## src/rtl/add_sub_pkg.sv

```systemverilog
// Shared constants and helpers for the pipelined adder-subtractor.
package add_sub_pkg;

  localparam logic OP_ADD = 1'b0;
  localparam logic OP_SUB = 1'b1;

  localparam int unsigned MaxWidth = 64;

  // Signed limit of a 'width'-bit value: most negative when neg=1, else most positive.
  function automatic logic [MaxWidth-1:0] signed_limit(int unsigned width, logic neg);
    logic [MaxWidth-1:0] lim;
    lim = '0;
    for (int unsigned i = 0; i < MaxWidth; i++) begin
      if (i + 1 < width) begin
        lim[i] = ~neg;
      end else if (i + 1 == width) begin
        lim[i] = neg;
      end
    end
    return lim;
  endfunction

endpackage

```

## src/rtl/add_sub_chunk.sv

```systemverilog
// Combinational CHUNK-bit add/subtract slice; B is inverted when sel selects SUB.
module add_sub_chunk
  import add_sub_pkg::*;
#(
  parameter int unsigned CHUNK = 4
) (
  input  logic [CHUNK-1:0] a_i,
  input  logic [CHUNK-1:0] b_i,
  input  logic             cin_i,
  input  logic             sel_i,
  output logic [CHUNK-1:0] s_o,
  output logic             cout_o
);

  logic [CHUNK-1:0] b_eff;

  assign b_eff = (sel_i == OP_SUB) ? ~b_i : b_i;
  assign {cout_o, s_o} = {1'b0, a_i} + {1'b0, b_eff} + {{CHUNK{1'b0}}, cin_i};

endmodule

```

## src/rtl/add_sub_pipe.sv

```systemverilog
// Carry-pipelined adder-subtractor with valid/ready handshake on both sides.
// Define ADD_SUB_SAT_EN to saturate the result on signed overflow.
module add_sub_pipe
  import add_sub_pkg::*;
#(
  parameter int unsigned WIDTH  = 16,
  parameter int unsigned STAGES = 4
) (
  input  logic             clk,
  input  logic             rst,
  input  logic             in_valid,
  output logic             in_ready,
  input  logic [WIDTH-1:0] A,
  input  logic [WIDTH-1:0] B,
  input  logic             sel,
  output logic             out_valid,
  input  logic             out_ready,
  output logic [WIDTH-1:0] Sum,
  output logic             Cout,
  output logic             Ovf,
  output logic             Zero
);

  localparam int unsigned CHUNK = WIDTH / STAGES;
  localparam int unsigned NPIPE = (STAGES > 1) ? STAGES - 1 : 1;
  localparam int unsigned LAST  = STAGES - 1;

  // Intermediate stage registers (stage LAST lands in the output registers)
  logic [NPIPE-1:0] vld_q, sel_q, c_q;
  logic [WIDTH-1:0] a_q [NPIPE];
  logic [WIDTH-1:0] b_q [NPIPE];
  logic [WIDTH-1:0] s_q [NPIPE];

  logic [STAGES-1:0] vld_in, sel_in, c_in, ch_c;
  logic [WIDTH-1:0]  a_in [STAGES];
  logic [WIDTH-1:0]  b_in [STAGES];
  logic [WIDTH-1:0]  s_in [STAGES];
  logic [WIDTH-1:0]  s_d  [STAGES];
  logic [CHUNK-1:0]  ch_s [STAGES];

  logic             out_valid_q, cout_q, ovf_q, zero_q;
  logic [WIDTH-1:0] sum_q;

  logic             stall;
  logic             a_msb, bp_msb, ovf_d;
  logic [WIDTH-1:0] res_d;

  assign stall    = out_valid_q && !out_ready;
  assign in_ready = !stall;

  for (genvar k = 0; k < STAGES; k++) begin : g_stage
    if (k == 0) begin : g_head
      assign vld_in[k] = in_valid;
      assign sel_in[k] = sel;
      assign c_in[k]   = sel;
      assign a_in[k]   = A;
      assign b_in[k]   = B;
      assign s_in[k]   = '0;
    end else begin : g_body
      assign vld_in[k] = vld_q[k-1];
      assign sel_in[k] = sel_q[k-1];
      assign c_in[k]   = c_q[k-1];
      assign a_in[k]   = a_q[k-1];
      assign b_in[k]   = b_q[k-1];
      assign s_in[k]   = s_q[k-1];
    end

    add_sub_chunk #(
      .CHUNK(CHUNK)
    ) u_chunk (
      .a_i   (a_in[k][k*CHUNK +: CHUNK]),
      .b_i   (b_in[k][k*CHUNK +: CHUNK]),
      .cin_i (c_in[k]),
      .sel_i (sel_in[k]),
      .s_o   (ch_s[k]),
      .cout_o(ch_c[k])
    );
  end

  // Merge each stage's freshly resolved chunk into the sum carried forward
  always_comb begin
    for (int k = 0; k < int'(STAGES); k++) begin
      s_d[k] = s_in[k];
      s_d[k][k*CHUNK +: CHUNK] = ch_s[k];
    end
  end

  assign a_msb  = a_in[LAST][WIDTH-1];
  assign bp_msb = b_in[LAST][WIDTH-1] ^ sel_in[LAST];
  assign ovf_d  = (a_msb == bp_msb) && (s_d[LAST][WIDTH-1] != a_msb);

`ifdef ADD_SUB_SAT_EN
  logic [MaxWidth-1:0] lim;
  assign lim   = signed_limit(WIDTH, a_msb);
  assign res_d = ovf_d ? lim[WIDTH-1:0] : s_d[LAST];
`else
  assign res_d = s_d[LAST];
`endif

  always_ff @(posedge clk) begin
    if (rst) begin
      vld_q <= '0;
      sel_q <= '0;
      c_q   <= '0;
      for (int k = 0; k < int'(NPIPE); k++) begin
        a_q[k] <= '0;
        b_q[k] <= '0;
        s_q[k] <= '0;
      end
      out_valid_q <= 1'b0;
      sum_q       <= '0;
      cout_q      <= 1'b0;
      ovf_q       <= 1'b0;
      zero_q      <= 1'b0;
    end else if (!stall) begin
      for (int k = 0; k < int'(STAGES) - 1; k++) begin
        vld_q[k] <= vld_in[k];
        sel_q[k] <= sel_in[k];
        c_q[k]   <= ch_c[k];
        a_q[k]   <= a_in[k];
        b_q[k]   <= b_in[k];
        s_q[k]   <= s_d[k];
      end
      out_valid_q <= vld_in[LAST];
      sum_q       <= res_d;
      cout_q      <= ch_c[LAST];
      ovf_q       <= ovf_d;
      zero_q      <= (res_d == '0);
    end
  end

  assign out_valid = out_valid_q;
  assign Sum       = sum_q;
  assign Cout      = cout_q;
  assign Ovf       = ovf_q;
  assign Zero      = zero_q;

endmodule

```

## config.mk

```make
export PLATFORM = sky130hd
export DESIGN_NAME = add_sub_pipe
export DESIGN_NICKNAME = d
export VERILOG_FILES = /design/src/rtl/add_sub_pkg.sv /design/src/rtl/add_sub_chunk.sv /design/src/rtl/add_sub_pipe.sv
export SDC_FILE = /design/constraint.sdc
export NUM_CORES = 1
export LEC_CHECK = 0
export BUFFER_PORTS_ARGS = -buffer_cell sky130_fd_sc_hd__buf_2
export CAP_MARGIN = 10
export CORE_AREA = 4 4 107 109
export DETAILED_ROUTE_END_ITERATION = 12
export DIE_AREA = 0 0 111 113
export GPL_TIMING_DRIVEN = 1
export SYNTH_ARGS = -nofsm -noshare
export SYNTH_HDL_FRONTEND = slang
export SYNTH_SLANG_ARGS = --single-unit
export TNS_END_PERCENT = 100
```

## constraint.sdc

```tcl
create_clock -name clk -period 2.76 [get_ports clk]
set_clock_uncertainty 0.2 [all_clocks]
set_input_delay 0.69 -clock clk [delete_from_list [all_inputs] [get_ports clk]]
set_output_delay 0.69 -clock clk [all_outputs]
set_load 0.02 [all_outputs]
```

Yosys cells after proc, flatten, opt, wreduce, memory -nomap -nowiden
Memory sizes are Yosys's and may differ from the RTL's. Index checks and enable logic that the tools add are counted.

Register bits after elaboration: 29. Memory bits (writable): 144. Output and inout port bits: 21. Memories kept: 3.

Add/subtract/negate cells: 8. Equality and inequality tests: 2. Muxes and demuxes: 18. Bitwise operators: 14. Reduce and logical (&&, ||, !) cells: 5.

Memories: a_q (words 3, width 16, read ports 3, clocked after Yosys merged registers in 0, wr ports 3, RTL line add_sub_pipe.sv:30) `logic [WIDTH-1:0] a_q [NPIPE];`; b_q (words 3, width 16, read ports 3, clocked after Yosys merged registers in 0, wr ports 3, RTL line add_sub_pipe.sv:31) `logic [WIDTH-1:0] b_q [NPIPE];`; s_q (words 3, width 16, read ports 3, clocked after Yosys merged registers in 0, wr ports 3, RTL line add_sub_pipe.sv:32) `logic [WIDTH-1:0] s_q [NPIPE];`.

Operator list (number): 2-to-1 mux 16 bit (9); adder 4 x 4 -> 5 bit (4); adder 5 x 1 -> 5 bit (4); zero test 16 bit (1); 2-to-1 mux 4 bit (4); NOT 4 bit (4); bitwise OR 1 bit (9); 2-to-1 mux 1 bit (5); logical AND 1 bit (2); zero test 1 bit (2); == test 1 bit (1); != test 1 bit (1); bitwise XOR 1 bit (1).

Depth between registers and ports, before layout
An unclocked memory read counts as a cell.

Word-level depth: 7. Depth in mapped cells: 9. Depth with buffers taken out: 8.

Cells and area by module
From an unflattened synthesis, not the netlist that was laid out.

Cell total of the unflattened synthesis: 364. Area, all modules: 4419.2 µm².

Modules (own cells, without submodules): add_sub_pipe (instances 1, cells each 286, area an instance 3718.6 µm², sequential area each 2742.6 µm²); add_sub_chunk at g_stage[0].u_chunk ... (instances 2, cells each 19, area an instance 175.2 µm², sequential area each 0.0 µm²); add_sub_chunk at g_stage[1].u_chunk ... (instances 2, cells each 20, area an instance 175.2 µm², sequential area each 0.0 µm²).

Worst setup path before layout
No wires, ideal clock.

Kind: in2reg. Start: input out_ready. End: memory a_q[0][10] (enable). Library setup time: 426 ps. Arrival: 2351 ps. Data required time: 2134 ps. Path slack: -217 ps. Stages: 4. Buffers on the path: 0. Cell sequence: nor2b_1 > clkinv_1 > nor2_1 > inv_1.

RTL lines: start, declared (RTL line add_sub_pipe.sv:17) `input logic out_ready,`; end, declared (RTL line add_sub_pipe.sv:30).

Worst setup path after layout
Start: input out_ready. End: output in_ready.

Word-level cells in the longest chain between the ends: 3.

RTL lines: zero test 1 bit (RTL line add_sub_pipe.sv:48) `assign stall = out_valid_q && !out_ready;`; logical AND 1 bit (RTL line add_sub_pipe.sv:48); zero test 1 bit; end, declared (RTL line add_sub_pipe.sv:12) `output logic in_ready,`.

Every way passes these cells.

==> reports/metrics.cfg <==
[place]
dp.cells = 539
place_congestion = 0.780
dp_hpwl_mm = 4.64
pre_cts_ws_ns = 0.376
portBuffers = 57
placedInstanceArea_sq_um = 4830

[clock_tree]
worst_skew_pair.late_latency_ns = 0.36
cts_resized = 0
cts_max_path_buffers = 2
postCtsSetupBuffers = 0
cts.clk_slew.worst_paths_ns = 0.10
cts_tree = built
cts_hold_buf = 0
cts_max_level = 3
clockRootBuffer = clkbuf_8
cts_buffers = 9
cts_sinks = 101

[setup_path]
path_buf_inv = 3
worstSetupPathType = in -> out
slowest_delay_ns = 0.22
reg2reg_depth = 7
cp_top_family = buffers and inverters
crit_cells = 4
critical_path_arrival_ns = 1.41
cp-start-kind = primary input
path_cells = buf_2 > nor2b_4 > clkinv_2 > buf_2
worstPathRequired_ns = 1.87
cp_max_fo = 9
slowest_stage = buf_2
cpMostUsedCell = buf_2
cp-end-kind = primary output

[power]
power_frac_comb_pct = 10.1
p_per_area_nw_per_um2 = 606
swShare_pct = 23.0
max-vdd-ir-drop_uv = 245
p_leak_nw = 2.17
p_clk_share_pct = 32.1
p_seq_share_pct = 57.8
intPower_mw = 2.35
power_mw = 3.06
p_sw_uw = 703

[sta]
finalCritPeriodShare_pct = 83.3
setup_tns_ns = 0
min_period_ns = 2.30
finalMaxSlewViolations = 0
timing.fmax_ghz = 0.435
hold_viol_final = 0
setup_viol = 0
tightest_slew_ns = 0.375
setup_ws_ns = 0.461
rsz0062_at_grt = no
maxSlewHeadroom_pct = 75.0

[layout]
diodes = 0
area_delta_synth_final_pct = 16.2
drive_gt1_share_pct = 21.4
design_area_sq_um = 5040
layout_commonest_cell = edfxtp_1
layout.nets = 467
final-instance-count-excl-fill = 555
layout_common_cells = 72 x edfxtp_1, 64 x and2_1, 57 x buf_2

[synthesis]
synth_seq_cells = 101
syn_avg_cell_area_sq_um = 12.3
yosysTopAreaCell = edfxtp_1
ys_types = 33
synth_sequential_area_ratio_pct = 63.2
syn-cell-area_sq_um = 4340
ys_top_cells_by_area = edfxtp_1 50%, dfxtp_1 13%, and2_1 9.2%, ha_1 3.7%, nand2_1 3.5%
synth_nets = 410
netlist_instances = 353
synth_top_area_share_pct = 49.8
ys_warn_count = 0

[routing]
firstDrtPassIters = 4
finalWirelength_mm = 6.76
antenna_left = 0
drt-initial-drc-count = 141
dr_total_vias = 2556
viasPerCell = 4.61
drc = 0
wl_per_cell_um = 12.2

[die]
row_count = 38
chipWidth_um = 111
core-area_sq_um = 10600
io_pins = 58
fp.dieH_um = 113
initial_core_util_pct = 41.0
die-area_sq_um = 12500

[global_route]
grt_pass1_vias = 2652
antenna_found_initial = 0
grt.overflow.total = 0
grt_pass1_wl_mm = 11.9
grt_max_degree = 73
grt_usage_pct = 11.6

[flow_run]
cap_violations = 0

[status]
status = completed

[worst_hold_path]
worstHoldPathType = reg -> reg
hold_depth = 2

## per-stage QoR
step | hold WS, ns | util [%]
finish | 0.252 | 47.6
global route | 0.278 | 47.6
CTS | 0.256 | 47.6
detailed placement | 0.243 | 45.5
global placement | 0.235 | 45.5
floorplan | 0.232 | -
## sequential cells by signal, summed over array words and instances (netlist names)
name / count
c_q: 3
Zero: 1
s_q: 24
Ovf: 1
out_valid: 1
vld_q: 3
sel_q: 3
a_q: 24
Sum: 16
Cout: 1
b_q: 24
## area by class of cell
type / instances / area [sq um]
Timing Repair Buffer: 65 / 358
Fill cell: 989 / 5560
Inverter: 10 / 42.5
Tap cell: 140 / 175
Clock inverter: 6 / 68.8
Multi-Input combinational cell: 223 / 1510
Sequential cell: 101 / 2740
Clock buffer: 10 / 149
## worst paths after layout
kind         startpoint        to  slack [ns]
max           out_ready  in_ready        0.46
min              Sum[2]    Sum[2]        0.25
max reg2reg    sel_q[2]      Zero        0.54
min reg2reg      Sum[2]    Sum[2]        0.25
## kinds of logic (layout without fill, tap and decap cells)
family | after synthesis | after routing | synth area share [%]
AND/OR/NAND/NOR | 137 | 137 | 16.6
AO/OA/AOI/OAI | 42 | 42 | 5.76
multiplexers | 1 | 1 | 0.259
buffers and inverters | 29 | 91 | 2.62
XOR/XNOR | 23 | 23 | 4.64
flip-flops | 101 | 101 | 63.2
adder cells (fa/ha/maj) | 20 | 20 | 6.97
## worst reg2reg max path: cells and delay by family (launching register included)
kind / cells / cell delay (ns)
adders and majority gates: 2 / 0.94
and+or+nand+nor: 3 / 0.33
xor gates and xnor gates: 1 / 0.12
DFF: 1 / 0.46
AOI/OAI and AO/OA: 1 / 0.12
## Yosys cell counts, drive strengths merged
cell type and n:
a211oi 8, a21boi 1, a21o 4, a21oi 23, a22o 1, and2 64, buf 5, clkbuf 14
clkinv 1, dfxtp 29, edfxtp 72, fa 7, ha 13, inv 9, mux2 1, nand2 41
nand2b 1, nand3 2, nand3b 1, nand4 1, nor2 17, nor2b 3, nor3 3, nor3b 1
nor4 1, o21ai 4, o41ai 1, or4 2, xnor2 7, xor2 16
## power by group through the flow
stage	Clock, mW	Sequential [mW]	Combinational, mW
floorplan	0	1.81	0.202
global placement	0	1.80	0.305
detailed placement	0	1.80	0.312
CTS	1.02	1.77	0.314
global route	1.08	1.78	0.353
finish	0.981	1.77	0.308
## routing by layer
layer	global-route usage [%]	share of wire (%)	routed length (um)	vias up
li1	-	-	-	1311
met5	0	0	0	-
met1	14.0	47	3160	1180
met3	2.94	4.3	292	12
met2	19.5	47	3150	53
met4	5.67	2.2	149	0
(Power assumes the default switching activity.)
